`src/rtl/lsu_pkg.sv`:
```
// Shared definitions for the byte-serial load/store unit.
//   lsu_state_e    : sequencer states (IDLE / XFER / RESP)
//   BYTES_PER_WORD : bytes moved per word request
package lsu_pkg;

    localparam int BYTES_PER_WORD = 4;

    typedef enum logic [1:0] {
        IDLE = 2'd0,
        XFER = 2'd1,
        RESP = 2'd2
    } lsu_state_e;

endpackage

```
`src/rtl/mem_lsu_seq.sv`:
```
// mem_lsu_seq -- word load/store sequencer in front of a byte-wide memory.
// A 4-byte big-endian word request is split into four single-byte memory
// accesses (one per clock), after which a response is held until consumed.
//
// Parameters: B (bits per byte), N (byte-address width, wraps modulo 2^N).
// Ports:
//   clk, rst_n                  clock, asynchronous active-low reset
//   req_valid/req_ready         request handshake
//   req_we, req_addr, req_wdata request: write flag, MSB byte address, word
//   rsp_valid/rsp_ready         response handshake
//   rsp_rdata, rsp_err          read word (0 for writes), rejection flag
//   mem_addr, mem_we, mem_wdata byte-wide memory command (0 outside XFER)
//   mem_rdata                   combinational read data of mem_addr
//
// Build option: define MISALIGN_CHK_EN to reject requests whose address is
// not word aligned (error response, no memory access). Without it, rsp_err
// is tied low and misaligned words are moved byte-wise with address wrap.
//
// state | meaning
// IDLE  | ready for a request
// XFER  | moving byte idx (0 = most significant) to/from memory
// RESP  | response presented, waiting for rsp_ready

import lsu_pkg::*;

module mem_lsu_seq #(
    parameter int B = 8,
    parameter int N = 8
) (
    input  logic                        clk,
    input  logic                        rst_n,
    input  logic                        req_valid,
    output logic                        req_ready,
    input  logic                        req_we,
    input  logic [N-1:0]                req_addr,
    input  logic [BYTES_PER_WORD*B-1:0] req_wdata,
    output logic                        rsp_valid,
    input  logic                        rsp_ready,
    output logic [BYTES_PER_WORD*B-1:0] rsp_rdata,
    output logic                        rsp_err,
    output logic [N-1:0]                mem_addr,
    output logic                        mem_we,
    output logic [B-1:0]                mem_wdata,
    input  logic [B-1:0]                mem_rdata
);

    localparam int W = BYTES_PER_WORD * B;
    localparam logic [1:0] LAST_IDX = 2'(BYTES_PER_WORD - 1);

    lsu_state_e     state_q, state_d;
    logic [N-1:0]   addr_q;
    logic           we_q;
    logic [W-1:0]   wdata_q;
    logic [W-1:0]   rdata_q;
    logic [1:0]     idx_q;
    logic [B-1:0]   wbyte;
    logic           misalign;

`ifdef MISALIGN_CHK_EN
    assign misalign = (req_addr[1:0] != 2'b00);
`else
    assign misalign = 1'b0;
`endif

    always_comb begin
        state_d = state_q;
        case (state_q)
            IDLE: if (req_valid) state_d = misalign ? RESP : XFER;
            XFER: if (idx_q == LAST_IDX) state_d = RESP;
            RESP: if (rsp_ready) state_d = IDLE;
            default: state_d = IDLE;
        endcase
    end

    // Big-endian byte select: idx 0 is the most significant byte.
    always_comb begin
        wbyte = '0;
        case (idx_q)
            2'd0: wbyte = wdata_q[4*B-1:3*B];
            2'd1: wbyte = wdata_q[3*B-1:2*B];
            2'd2: wbyte = wdata_q[2*B-1:B];
            2'd3: wbyte = wdata_q[B-1:0];
            default: wbyte = '0;
        endcase
    end

    always_ff @(posedge clk or negedge rst_n) begin
        if (!rst_n) begin
            state_q <= IDLE;
            addr_q  <= '0;
            we_q    <= 1'b0;
            wdata_q <= '0;
            rdata_q <= '0;
            idx_q   <= 2'd0;
        end else begin
            state_q <= state_d;
            case (state_q)
                IDLE: begin
                    if (req_valid) begin
                        addr_q  <= req_addr;
                        we_q    <= req_we;
                        wdata_q <= req_wdata;
                        rdata_q <= '0;
                        idx_q   <= 2'd0;
                    end
                end
                XFER: begin
                    if (!we_q) begin
                        case (idx_q)
                            2'd0: rdata_q[4*B-1:3*B] <= mem_rdata;
                            2'd1: rdata_q[3*B-1:2*B] <= mem_rdata;
                            2'd2: rdata_q[2*B-1:B]   <= mem_rdata;
                            2'd3: rdata_q[B-1:0]     <= mem_rdata;
                            default: rdata_q <= rdata_q;
                        endcase
                    end
                    // Wraps 3 -> 0, leaving idx cleared for the next access.
                    idx_q <= idx_q + 2'd1;
                end
                default: ;
            endcase
        end
    end

`ifdef MISALIGN_CHK_EN
    logic err_q;

    always_ff @(posedge clk or negedge rst_n) begin
        if (!rst_n) begin
            err_q <= 1'b0;
        end else if (state_q == IDLE && req_valid) begin
            err_q <= misalign;
        end
    end

    assign rsp_err = err_q;
`else
    assign rsp_err = 1'b0;
`endif

    always_comb begin
        mem_addr  = '0;
        mem_we    = 1'b0;
        mem_wdata = '0;
        if (state_q == XFER) begin
            mem_addr = addr_q + N'(idx_q);
            mem_we   = we_q;
            if (we_q) mem_wdata = wbyte;
        end
    end

    assign req_ready = (state_q == IDLE);
    assign rsp_valid = (state_q == RESP);
    assign rsp_rdata = rdata_q;

endmodule
```
`config.mk`:
```
export PLATFORM = sky130hd
export DESIGN_NAME = mem_lsu_seq
export DESIGN_NICKNAME = d
export VERILOG_FILES = /design/src/rtl/lsu_pkg.sv /design/src/rtl/mem_lsu_seq.sv
export SDC_FILE = /design/constraint.sdc
export NUM_CORES = 1
export LEC_CHECK = 0
export BUFFER_PORTS_ARGS = -buffer_cell sky130_fd_sc_hd__buf_2
export CORE_UTILIZATION = 44
export CTS_CLUSTER_DIAMETER = 200
export DETAILED_ROUTE_END_ITERATION = 8
export PLACE_DENSITY = 0.73
export REMOVE_ABC_BUFFERS = 1
export SYNTH_ARGS = -nofsm -noshare
export SYNTH_HDL_FRONTEND = slang
export SYNTH_SLANG_ARGS = --single-unit
```
`constraint.sdc`:
```
create_clock -name clk -period 2.51 [get_ports clk]
set_input_delay 0.753 -clock clk [delete_from_list [all_inputs] [get_ports clk]]
set_output_delay 0.753 -clock clk [all_outputs]
set_load 0.01 [all_outputs]
```
# Word-level counts from Yosys, hierarchy flattened

Cells that the tools add are included.

$add $sub $neg: 2
Eq/ne operators: 12
Multiplexer cells: 18
Reductions and logical operators: 10

Operators with widths:

| cell                | number |
|---|---|
| $mux 32             | 2 |
| $pmux 32 s2         | 1 |
| $mux 8              | 7 |
| $pmux 8 s4          | 1 |
| $reduce_and 4->1    | 4 |
| $add 8x2->8         | 1 |
| $mux 2              | 4 |
| $ne 2x1->1 const B  | 4 |
| $eq 2x2->1 const B  | 3 |
| $ne 2x2->1 const B  | 3 |
| $pmux 2 s3          | 1 |
| $eq 2x1->1 const B  | 2 |
| $logic_not 2->1     | 2 |
| $pmux 2 s2          | 1 |
| $reduce_and 2->1    | 2 |
| $reduce_and 3->1    | 1 |
| $add 2x1->2 const B | 1 |
| $reduce_bool 2->1   | 1 |
| $mux 1              | 1 |

Register bits after elaboration: 77
Output and inout port bits: 52
Logic and storage cells: 51

# Logic depth before layout (Yosys ltp)

Depth after elaboration: 4
Gate-level depth with buffers: 7
Depth with buffers taken out: 5

# Worst setup path before layout

No wires, ideal clock.

Path type: register to output
From: register idx_q[0]
To: output mem_addr[6]
Data arrival time: 1.530 ns
Path slack: 0.227 ns
Cell stages (with the launch flop): 6
Path through: dfrtp_1 -> ha_1 -> fa_1 -> inv_1 -> or3_2 -> a21oi_1

Longest elaborated chain between the ends: 2

RTL lines:

| element                | line               | text |
|---|---|---|
| start, declared        | mem_lsu_seq.sv:55  | `logic [1:0] idx_q;` |
| start signal, assigned | mem_lsu_seq.sv:118 | `idx_q <= idx_q + 2'd1;` |
| $add 8x2->8            | mem_lsu_seq.sv:146 | `mem_addr = addr_q + N'(idx_q);` |
| $mux 8                 | mem_lsu_seq.sv:145 | `if (state_q == XFER) begin` |
| end, declared          | mem_lsu_seq.sv:41  | `output logic [N-1:0] mem_addr,` |

No other way between the ends.

# Worst setup path after layout

From: register idx_q[0]
To: output mem_wdata[1]

Longest elaborated chain between the ends: 4

RTL lines:

| element                                  | line               | text |
|---|---|---|
| $eq 2x2->1, or another cell as far along | mem_lsu_seq.sv:78  | `case (idx_q)` |
| $pmux 8 s4 *                             | mem_lsu_seq.sv:78  |  |
| $mux 8 *                                 | mem_lsu_seq.sv:148 | `if (we_q) mem_wdata = wbyte;` |
| $mux 8 *                                 | mem_lsu_seq.sv:145 |  |
| end, declared                            | mem_lsu_seq.sv:43  | `output logic [B-1:0] mem_wdata,` |

Mark *: on every way between the ends. The rest lies on a longest branch, timed or not.

==> flow_summary_export.csv <==
group,metric,value,unit
detailed_routing,drtIter0Drc,116,
final_layout,layout_common_cells,"buf_2, dfrtp_1, mux2_2",
final_layout,fill_cells,638,
final_layout,n_antenna_cell,0,
synthesis,ys_warn_count,0,
place,dp.cells,463,
synthesis,yosysSeqAreaShare,0.542,
setup_path,criticalPathCategory,"reg -> out",
synthesis,syn_area_per_cell,13.3,sq um
floorplanning,initial_core_util,0.457,
final_layout,layout_commonest_cell,"buf_2",
flow_run,cap_violations,0,
detailed_routing,dr.pass1.iters,4,
floorplanning,rows,32,
setup_path,r2r-start,"idx_q[0]",
grt,busiest_layer,"met2",
setup_path,cp.required,1760,ps
sta,max_freq,374,MHz
grt,grt_max_degree,47,
sta,fin_tns_setup,-1510,ps
setup_path,critPathArrivalTime,1920,ps
sta,rsz0062_at_grt,"yes",
setup_path,crit_end,"mem_wdata[1]",
detailed_routing,vias,2547,
floorplanning,core,7770,sq um
sta,period_share,1.06,
clocking,cts_inserted_buffers,9,
final_layout,post-route-util,0.597,
setup_path,reg2reg_to,"rsp_rdata[28]",
min_path,worstHoldPathType,"in -> async",
final_layout,final_net_count,443,
synthesis,ys_ff_latch,77,
setup_path,ff2ff_path_depth,7,
detailed_routing,drcViolationCount,0,
detailed_routing,drtAntennaViolNets,0,
grt,met1_usage,0.287,
grt,grt_util_met3,0.0456,
clocking,clkTransAtPathRegs,90,ps
setup_path,setup.worst_path.start_class,"flop",
clocking,h-tree-depth,3,
sta,hold_viol,0,
run_status,outcome,"finished with violations",
clocking,ctsHoldBuffers,0,
synthesis,async_reset_ff_frac,1.00,
final_layout,finalNonFillerCells,490,
setup_path,reg2reg_slack,500,ps
run_status,violations,"setup timing",
power_and_ir_drop,power_frac_seq,0.336,
setup_path,cp-end-kind,"output pin",
floorplanning,dieArea,8440,sq um
power_and_ir_drop,p_leak,2.21,nW
grt,grt_pass1_vias,2700,
floorplanning,chipHeight,91.9,um
synthesis,synth_edf_count,0,
sta,setup_viol_count_final,13,
synthesis,synth_top_area_cell,"dfrtp_1",
power_and_ir_drop,powerDensity,1410,nW/um^2
power_and_ir_drop,total_power,6.52,mW
grt,grt_use_total,0.210,
synthesis,synth_cells,268,
clocking,cts_tree,"done",
clocking,clk_path_buf_depth,2,
detailed_routing,routed_wl,8090,um
power_and_ir_drop,p_switching,2.34,mW
grt,grt_pass1_wl,13600,um
sta,whs,337,ps
synthesis,ys_types,41,
clocking,cts.sinks,77,
place,dp_hpwl,5370,um
place,place_worst_setup_slack,40.8,ps
place,place.port_buffers,103,
final_layout,finalInstanceArea,4640,sq um
power_and_ir_drop,pwr-share-comb,0.472,
setup_path,crit_start,"idx_q[0]",
place,gp_congestion,0.741,
final_layout,drive_gt1_frac,0.559,
power_and_ir_drop,netSwitchingFraction,0.359,
clocking,clkLatencyLatePin,360,ps
place,dpl_cell_area,4160,sq um
floorplanning,die_x,91.9,um
grt,grtUsageMet2,0.322,
synthesis,synth.top_cell.area_share,0.542,
final_layout,area_growth,30.5,%
setup_path,crit_path_max_fanout,9,
synthesis,synthTopCellsByArea,"dfrtp_1, mux2_2, and2_1",
grt,antenna_found_initial,0,
detailed_routing,vias_per_cell,5.20,
sta,fin_skew,9.25,ps
synthesis,syn_area,3550,sq um
detailed_routing,wl_per_cell,16.5,um
synthesis,synth_ff_type,"dfrtp_1",
clocking,cts-root-buf,"clkbuf_8",
floorplanning,pin_count,105,
sta,setup_ws,-162,ps
sta,period_minus_slack,2670,ps
power_and_ir_drop,ir_worst_vdd,0.685,mV
power_and_ir_drop,clkPwrFrac,0.192,
sta,drv_slew,0,
power_and_ir_drop,p_int,4.17,mW
grt,overflow,0,
==> final cells by class <==
class                      count  area, sq um  share of cell area
timing repair buffer         120          699               0.151
sequential                    77         1930               0.416
clock inverter                 7          145              0.0313
inverter                       6         22.5             0.00486
clock buffer                   9          124              0.0267
multi-input combinational    169         1590               0.343
tap                          102          128              0.0275
==> critical path: stages, from the launching register on <==
cell and delay [ps]:
dfrtp_1 410, buf_4 160, buf_4 130, ha_4 190, a222oi_1 280, o21ai_1 100
and2_1 160, buf_2 130
==> what timing repair did <==
action / CTS / global route
setup endpoints to repair: 15 / 15
pin swaps: 11 / 9
gates cloned: 0 / 0
setup buffers: 10 / 1
gates resized for setup: 29 / 10
==> power by group through the flow <==
stage	logic [mW]	clock network (mW)	registers [mW]
3_3_place_gp	2.63	0	2.17
2_1_floorplan	1.65	0	2.26
4_1_cts	3.04	1.27	2.18
6_report	3.08	1.25	2.19
3_5_place_dp	2.70	0	2.20
5_1_grt	3.36	1.32	2.27
==> metal layers <==
metal | routed length [um] | part of all wire
met1 | 3590 | 0.44
met4 | 208 | 0.026
met2 | 3980 | 0.49
met3 | 314 | 0.039
met5 | 0 | 0
==> Yosys cell counts (3+ instances only) <==
cell and number:
nand2_1 11, inv_1 6, clkbuf_1 4, mux2_2 54, a222oi_1 8, a21oi_4 3, a21oi_1 5, nand3b_1 3
or3_1 3, buf_6 6, o21ai_0 14, dfrtp_1 77, mux2_1 9, nor2_1 3, ha_1 6, and2_1 18
a22o_1 9
==> worst min path at each step <==
stage                  start       endpoint  slack [ps]  depth (start not counted)
5_1_grt                rst_n     wdata_q[8]         360                          1
4_1_cts                rst_n     wdata_q[4]         350                          1
6_report               rst_n     wdata_q[4]         340                          1
2_1_floorplan          rst_n      addr_q[0]         460                          0
3_3_place_gp   rsp_rdata[12]  rsp_rdata[12]         470                          1
3_5_place_dp   rsp_rdata[12]  rsp_rdata[12]         470                          1
==> state kept, by name (all words and copies together) (netlist names) <==
register / count
addr_q: 8
idx_q: 2
rsp_rdata: 32
state_q: 2
wdata_q: 32
we_q: 1
==> logic make-up (layout without fill, tap and decap cells) <==
| group | count (synthesis) | after routing | share of synthesized area |
|---|---|---|---|
| other | 1 | 1 | 0.00106 |
| DFF | 77 | 77 | 0.542 |
| muxes | 63 | 63 | 0.200 |
| AOI/OAI and AO/OA | 45 | 45 | 0.0982 |
| adders and majority gates | 7 | 7 | 0.0268 |
| buffers and inverters | 22 | 142 | 0.0391 |
| xor gates and xnor gates | 2 | 2 | 0.00493 |
| and+or+nand+nor | 51 | 51 | 0.0880 |
(Power assumes the default switching activity.)
